**config.mk**
```make
export PLATFORM = sky130hd
export DESIGN_NAME = seq_shifter
export DESIGN_NICKNAME = d
export VERILOG_FILES = /design/src/rtl/seq_shifter.sv
export SDC_FILE = /design/constraint.sdc
export NUM_CORES = 1
export LEC_CHECK = 0
export CAP_MARGIN = 10
export CORE_ASPECT_RATIO = 1.5
export CORE_MARGIN = 2
export CORE_UTILIZATION = 40
export CTS_BUF_LIST = sky130_fd_sc_hd__clkbuf_16
export DETAILED_ROUTE_END_ITERATION = 8
export PLACE_DENSITY = 0.68
export REMOVE_ABC_BUFFERS = 1
export SLEW_MARGIN = 10
export SYNTH_ARGS = -nofsm -noshare
export SYNTH_HDL_FRONTEND = slang
export SYNTH_SLANG_ARGS = --single-unit
export TNS_END_PERCENT = 1
```
**constraint.sdc**
```tcl
create_clock -name clk -period 3.76 [get_ports clk]
set_clock_uncertainty 0.2 [all_clocks]
set_input_delay 0.752 -clock clk [delete_from_list [all_inputs] [get_ports clk]]
set_output_delay 0.752 -clock clk [all_outputs]
set_load 0.01 [all_outputs]
```
**src/rtl/seq_shifter.sv**
```systemverilog
// ----------------------------------------------------------------------------
// seq_shifter
//   Multi-cycle barrel-shift replacement. It accepts one request, then shifts
//   the operand one bit per clock until the requested distance is reached,
//   and holds the result until the consumer takes it.
//
// Ports
//   clk        sole clock, rising edge
//   rst        synchronous, active-high reset
//   in_valid   request present on a / dir / arith / amt
//   in_ready   block can accept a request (IDLE only)
//   a          operand
//   dir        0: shift left, 1: shift right
//   arith      1: right shifts replicate the MSB (ignored for left shifts)
//   amt        shift distance, 0..WIDTH-1
//   out_valid  result on y is valid (DONE only)
//   out_ready  consumer accepts the result
//   y          data register (meaningful only while out_valid=1)
//   busy       high in any state other than IDLE
// ----------------------------------------------------------------------------
module seq_shifter #(
    parameter int unsigned WIDTH = 8,
    parameter int unsigned AMT_W = 3
) (
    input  logic             clk,
    input  logic             rst,
    input  logic             in_valid,
    output logic             in_ready,
    input  logic [WIDTH-1:0] a,
    input  logic             dir,
    input  logic             arith,
    input  logic [AMT_W-1:0] amt,
    output logic             out_valid,
    input  logic             out_ready,
    output logic [WIDTH-1:0] y,
    output logic             busy
);

    typedef enum logic [1:0] {
        ST_IDLE  = 2'd0,
        ST_SHIFT = 2'd1,
        ST_DONE  = 2'd2
    } state_e;

    state_e             state_q, state_d;
    logic [WIDTH-1:0]   data_q, data_d;
    logic [AMT_W-1:0]   cnt_q, cnt_d;
    logic               dir_q, dir_d;
    logic               arith_q, arith_d;
    logic               in_ready_q, out_valid_q, busy_q;
    logic [WIDTH-1:0]   shift1;
    logic               accept;

    assign accept = in_valid && in_ready_q;

    // Single-bit step of the latched operation
    always_comb begin
        shift1 = '0;
        if (!dir_q) begin
            shift1 = {data_q[WIDTH-2:0], 1'b0};
        end else begin
            shift1 = {arith_q & data_q[WIDTH-1], data_q[WIDTH-1:1]};
        end
    end

    // Next-state and datapath update
    always_comb begin
        state_d = state_q;
        data_d  = data_q;
        cnt_d   = cnt_q;
        dir_d   = dir_q;
        arith_d = arith_q;

        unique case (state_q)
            ST_IDLE: begin
                if (accept) begin
                    data_d  = a;
                    cnt_d   = amt;
                    dir_d   = dir;
                    arith_d = arith;
                    state_d = (amt == '0) ? ST_DONE : ST_SHIFT;
                end
            end
            ST_SHIFT: begin
                data_d = shift1;
                cnt_d  = cnt_q - AMT_W'(1);
                if (cnt_q == AMT_W'(1)) begin
                    state_d = ST_DONE;
                end
            end
            ST_DONE: begin
                // Handshake edge returns to IDLE; no accept can happen on it
                if (out_ready) begin
                    state_d = ST_IDLE;
                end
            end
            default: begin
                state_d = ST_IDLE;
            end
        endcase
    end

    // State register; handshake flags are registered decodes of the next state
    always_ff @(posedge clk) begin
        if (rst) begin
            state_q     <= ST_IDLE;
            data_q      <= '0;
            cnt_q       <= '0;
            dir_q       <= 1'b0;
            arith_q     <= 1'b0;
            in_ready_q  <= 1'b1;
            out_valid_q <= 1'b0;
            busy_q      <= 1'b0;
        end else begin
            state_q     <= state_d;
            data_q      <= data_d;
            cnt_q       <= cnt_d;
            dir_q       <= dir_d;
            arith_q     <= arith_d;
            in_ready_q  <= (state_d == ST_IDLE);
            out_valid_q <= (state_d == ST_DONE);
            busy_q      <= (state_d != ST_IDLE);
        end
    end

    assign in_ready  = in_ready_q;
    assign out_valid = out_valid_q;
    assign busy      = busy_q;
    assign y         = data_q;

endmodule

```
==> results of run 1 <==
[cell usage after synthesis]
library cell,count
a2111oi_0,1
a211oi_1,8
a21o_1,1
a21oi_1,7
a2bb2oi_1,1
a311oi_1,1
a31o_2,1
a31oi_1,1
and4bb_2,1
buf_2,5
clkbuf_1,2
dfxtp_1,18
ha_1,2
inv_1,3
nand2_1,4
nand2b_1,2
nand3_1,1
nand3b_1,1
nand4bb_1,1
nor2_1,9
nor2b_1,8
nor3_1,9
nor4_1,8
o21ai_0,2
o31ai_1,1
o32a_1,1
or4_1,1
[state kept, by name, indices dropped and copies added (netlist names)]
signal and count:
state_q 2, out_valid 1, arith_q 1, dir_q 1, busy 1, in_ready 1, cnt_q 3, y 8
[layout make-up]
type | instances | area (µm²) | area share, %
multi-input combinational | 72 | 447 | 37.1
tap | 22 | 27.5 | 2.29
clock buffer | 3 | 75.1 | 6.24
timing repair buffer | 28 | 278 | 23.1
sequential | 18 | 360 | 30.0
inverter | 3 | 11.3 | 0.937
clock inverter | 1 | 3.75 | 0.312
[worst max-delay path by stage]
stage	end	slack [ns]	cells past startpoint	startpoint
final	y[5]	1.62	1	y[5]
after CTS	y[5]	1.62	1	y[5]
after global routing	cnt_q[1]	1.56	4	in_valid
after global placement	cnt_q[1]	1.42	4	in_valid
after detailed placement	cnt_q[1]	1.37	4	in_valid
after floorplan	out_valid	1.70	3	in_valid
[layer usage]
metal  global-route usage [%]  up-vias
met5                        0        -
met4                     10.6        0
met3                     5.06        4
met2                     32.8       26
met1                     17.2      372
li1                         -      421
[through the flow]
step                      power, W  hold slack, ns  util, %  instance area (µm²)
final                     0.000647           0.261     59.3                 1200
after global routing      0.000689           0.293     59.3                 1200
after CTS                 0.000655           0.264     59.3                 1200
after detailed placement  0.000442           0.256     55.4                 1120
after global placement    0.000440           0.248     55.4                 1120
after floorplan           0.000353           0.231        -                  818
[cell families (layout without fill, tap and decap cells)]
group | count (synthesis) | count (layout) | synth area share [%]
AO/OA/AOI/OAI | 25 | 25 | 20.1
flip-flops | 18 | 18 | 42.4
buffers and inverters | 10 | 35 | 5.15
AND/OR/NAND/NOR | 45 | 45 | 29.4
adder cells (fa/ha/maj) | 2 | 2 | 2.94
[report_power, final]
group / total, W / switching [W] / leakage (nW) / internal (W)
combinational: 0.000184 / 0.0000845 / 0.248 / 0.0000997
clock: 0.000210 / 0.0000687 / 0.0385 / 0.000141
sequential: 0.000253 / 0.0000306 / 0.149 / 0.000223
==> results by group, run 1 <==
GRT
  • Vias in the first global route: 822
  • Pin count of the biggest net entering global routing: 17
  • First-pass GRT wire length: 3.44 mm
  • Gr usage total: 17.6%
  • Grt total ovfl: 0
  • Antenna violations before repair: 0

Synth
  • Cell variety after synth: 27
  • Cell taking the most area after synthesis: dfxtp_1
  • Top cells by area, synth: dfxtp_1 42%, a211oi_1 7.1%, nor2b_1 5.9%, nor4_1 5.9%, nor3_1 5.3%
  • #FFs+latches synth: 18
  • Sequential share of the synthesized area: 42.4%
  • Post-synthesis area per instance: 8.51 µm²
  • Post-Syn Instances: 100
  • Mapped Area: 851 µm²
  • YS warnings: 0
  • Post-synth top area share: 42.4%

Clocking
  • Worst-path clk slew: 0.05 ns
  • Postcts setup bufs: 0
  • Post-CTS sizing: 0
  • Worst-case clock buffer depth: 2
  • CTS tree: built
  • Clock Latency Late Sink: 0.24 ns
  • Num CTS Buffers: 3
  • CTS sink count: 18
  • # hold bufs at CTS: 0
  • CTS root buffer: clkbuf_16
  • H-tree depth: 1

Setup path
  • CP Max Fanout: 4
  • Largest stage delay, worst path: 0.56 ns
  • FF-to-FF Start: state_q[0]
  • Crit Path Class: flip-flop to primary output
  • Crit path required time: 2.81 ns
  • WP buf/inv: 1
  • Top Family by Delay on Critical Path: buffers and inverters
  • Crit. End Element: primary output
  • Setup crit start kind: flip-flop
  • FF-to-FF path depth: 3
  • Reg-to-Reg End: cnt_q[1]
  • R2r setup slk: 1.95 ns
  • Worst EP arrival: 1.18 ns
  • Slowest cell on crit path: clkdlybuf4s50_1
  • CP Cell Sequence: clkdlybuf4s50_1

Floorplan
  • Die footprint: 0.00252 mm²
  • Die X: 41.7 µm
  • Core Rows: 20
  • Core area: 0.00203 mm²
  • # IOs: 28
  • Die height: 60.5 µm
  • Initial core utilization: 42.0%

Route
  • Drt pass-1 iters: 4
  • Met2 WL: 1.03 mm
  • Top sig layer: met4
  • DR DRC count: 0
  • Met3 routed WL: 111 µm
  • ANT nets after route: 0
  • First DRT Iteration DRCs: 8
  • Via count: 823
  • Routed len/inst: 13.6 µm
  • DR vias/cell: 5.60
  • Met1 Wirelength: 831 µm
  • Final wirelength: 2.00 mm

Timing
  • # setup viols final: 0
  • Worst-Margin Slew: 0.738 ns
  • Max_slew headroom: 50.7%
  • Fin crit period: 2.14 ns
  • Fin crit share: 56.8%
  • Total Neg Setup Slack: 0 ns
  • Fmax: 468 MHz
  • RSZ-0062 raised after global routing: false
  • Final WS setup: 1.62 ns
  • Max Transition Viols Final: 0
  • Final hold vios: 0

Power and ir drop
  • Maximum vdd ir drop: 0.000322 V
  • LEAKAGE: 0.435 nW
  • PwrDens: 539 mW/mm²

Final layout
  • Ant. Diodes: 0
  • Most frequent cells in the layout: 27 x clkdlybuf4s50_1, 18 x dfxtp_1, 9 x nor2_1, 9 x nor3_1
  • Area delta synth->final: 41.3%
  • Fillcell total: 182
  • Layout cells sized above 1: 4.80%
  • Commonest non-fill, non-tap cell in the layout: clkdlybuf4s50_1
  • Fin nets: 145
  • Final Non-Filler Cells: 147

Placed design
  • Setup slack at placement: 1.37 ns
  • Final GP Congestion: 0.713
  • PortBufs: 27
  • Dpl cells: 143
  • HPWL after detailed placement: 1.39 mm

Outcome
  • Status: completed

Hold path
  • Min-Delay Startpoint: arith_q
  • Hold path depth: 2
  • Hold WC Path Type: flip-flop to flip-flop
  • Worst hold endpoint: arith_q

Job
  • Reported max-cap violation count: 0
Power figures use the tool's default switching activity.
==> run 2: changes to the inputs <==
- PLACE_DENSITY: 0.68 -> 0.71
- clock period: 3.76 -> 1.82 ns (I/O delays scaled with it)
==> results by group, run 2 (synthesized netlist as in run 1, its figures left out) <==
GRT
  • Grt total ovfl: 0 (unchanged)
  • Gr usage total: 16.9% (was 17.6%)
  • Antenna violations before repair: 0 (unchanged)
  • First-pass GRT wire length: 3.26 mm (was 3.44 mm)
  • Vias in the first global route: 788 (was 822)
  • Pin count of the biggest net entering global routing: 17 (unchanged)

Final layout
  • Most frequent cells in the layout: 27 x clkdlybuf4s50_1, 18 x dfxtp_1, 9 x nor2_1, 9 x nor3_1 (unchanged)
  • Fin nets: 153 (was 145)
  • Area delta synth->final: 50.0% (was 41.3%)
  • Layout cells sized above 1: 10.5% (was 4.80%)
  • Ant. Diodes: 0 (unchanged)
  • Max reg flops: 8 (unchanged)
  • Area of the multi-input gates: 448 µm² (was 447 µm²)
  • Fillcell total: 185 (was 182)
  • Commonest non-fill, non-tap cell in the layout: clkdlybuf4s50_1 (unchanged)
  • Register area: 360 µm² (unchanged)

Floorplan
  • Die X: 41.7 µm (unchanged)
  • # IOs: 28 (unchanged)
  • Initial core utilization: 42.0% (unchanged)
  • Die height: 60.5 µm (unchanged)
  • Die footprint: 0.00252 mm² (unchanged)
  • Core area: 0.00203 mm² (unchanged)
  • Core Rows: 20 (unchanged)

Placed design
  • Final GP Congestion: 0.774 (was 0.713)
  • PortBufs: 27 (unchanged)
  • HPWL after detailed placement: 1.42 mm (was 1.39 mm)
  • Setup slack at placement: -0.0679 ns (was 1.37 ns)

Power and ir drop
  • Maximum vdd ir drop: 0.000567 V (was 0.000322 V)
  • PwrDens: 1090 mW/mm² (was 539 mW/mm²)
  • LEAKAGE: 0.478 nW (was 0.435 nW)
  • Power after layout: 0.00139 W (was 0.000647 W)

Setup path
  • R2r setup slk: 0.23 ns (was 1.95 ns)
  • Crit path required time: 1.26 ns (was 2.81 ns)
  • CP Max Fanout: 4 (unchanged)
  • Slowest cell on crit path: clkdlybuf4s50_1 (unchanged)
  • Crit Path Class: flip-flop to primary output (unchanged)
  • Worst EP arrival: 1.19 ns (was 1.18 ns)
  • Setup crit start kind: flip-flop (unchanged)
  • Crit. End Element: primary output (unchanged)
  • CP Cell Sequence: clkdlybuf4s50_1 (unchanged)
  • Largest stage delay, worst path: 0.56 ns (about the same)
  • Top Family by Delay on Critical Path: buffers and inverters (unchanged)
  • WP buf/inv: 1 (unchanged)

Clocking
  • # hold bufs at CTS: 0 (unchanged)
  • CTS tree: built (unchanged)
  • CTS sink count: 18 (unchanged)
  • H-tree depth: 1 (unchanged)
  • Worst-path clk slew: 0.05 ns (about the same)
  • Clock Latency Late Sink: 0.25 ns (was 0.24 ns)
  • Num CTS Buffers: 3 (unchanged)
  • CTS root buffer: clkbuf_16 (unchanged)
  • Worst-case clock buffer depth: 2 (unchanged)

Timing
  • Final hold vios: 0 (unchanged)
  • Worst-Margin Slew: 0.482 ns (was 0.738 ns)
  • Fmax: 571 MHz
  • Fin crit period: 1.75 ns
  • Min Hold Slack: 0.273 ns (was 0.261 ns)
  • # setup viols final: 0 (unchanged)
  • Fin crit share: 96.2%
  • Final WS setup: 0.0685 ns (was 1.62 ns)
  • RSZ-0062 raised after global routing: false (unchanged)
  • Max Transition Viols Final: 0 (unchanged)
  • Max_slew headroom: 67.8% (was 50.7%)

Hold path
  • Hold WC Path Type: flip-flop to flip-flop (unchanged)

Outcome
  • Status: completed (unchanged)

Route
  • DR vias/cell: 5.55 (was 5.60)
  • Via count: 860 (was 823)
  • First DRT Iteration DRCs: 11 (was 8)
  • Routed len/inst: 12.7 µm (was 13.6 µm)
  • Drt pass-1 iters: 3 (was 4)
  • Final wirelength: 1.96 mm (was 2.00 mm)
  • DR DRC count: 0 (unchanged)
  • ANT nets after route: 0 (unchanged)

Job
  • Reported max-cap violation count: 0 (unchanged)
run 2: changes by cell type in the layout (fill, tap and decap cells not counted):
cell | before | now
a2111oi_1 | 0 | 1
a2111oi_0 | 1 | 0
buf_4 | 1 | 8
buf_12 | 0 | 1
run 2: layer usage:
| layer | vias up | routed length, µm | global-route usage [%] |
|---|---|---|---|
| met1 | 398 | 884 | 19.6 |
| li1 | 439 | - | - |
| met5 | - | 0 | 0 |
| met2 | 19 | 979 | 28.3 |
| met4 | 0 | 33 | 10.6 |
| met3 | 4 | 64 | 3.57 |
run 2: repair_timing:
item | CTS | global route
setup buffers | 0 | 0
endpoints found under the setup margin | 0 | 1
gates resized for setup | 0 | 1
run 2: final cells by class:
cell class / instances / area share (%)
flip-flops and latches: 18 / 28.2
inverters: 3 / 0.882
repair buffers: 36 / 27.5
well taps: 22 / 2.16
multi-input cells: 72 / 35.1
clock buffers: 3 / 5.88
clock inverters: 1 / 0.294
run 2: per-stage QoR:
step	util, %	TNS [ns]	area [µm²]	cells
after floorplan	-	0	818	93
after global placement	59.0	-0.144	1200	151
after detailed placement	59.0	-0.300	1200	151
after CTS	62.9	0	1270	155
after global routing	63.0	0	1280	155
final	63.0	0	1280	155
run 2: power by group:
group	leakage [nW]	total (W)	switching (W)	internal (W)
logic	0.291	0.000424	0.000182	0.000242
clock network	0.0385	0.000438	0.000146	0.000292
registers	0.149	0.000524	0.0000634	0.000460
total	0.478	0.00139	0.000391	0.000994
run 2: final timing paths:
path / startpoint / to / cells after the start
setup / recovery: y[3] / y[3] / 1
hold / removal: arith_q / arith_q / 2
hold reg to reg: arith_q / arith_q / 2
setup reg to reg: state_q[0] / y[1] / 4
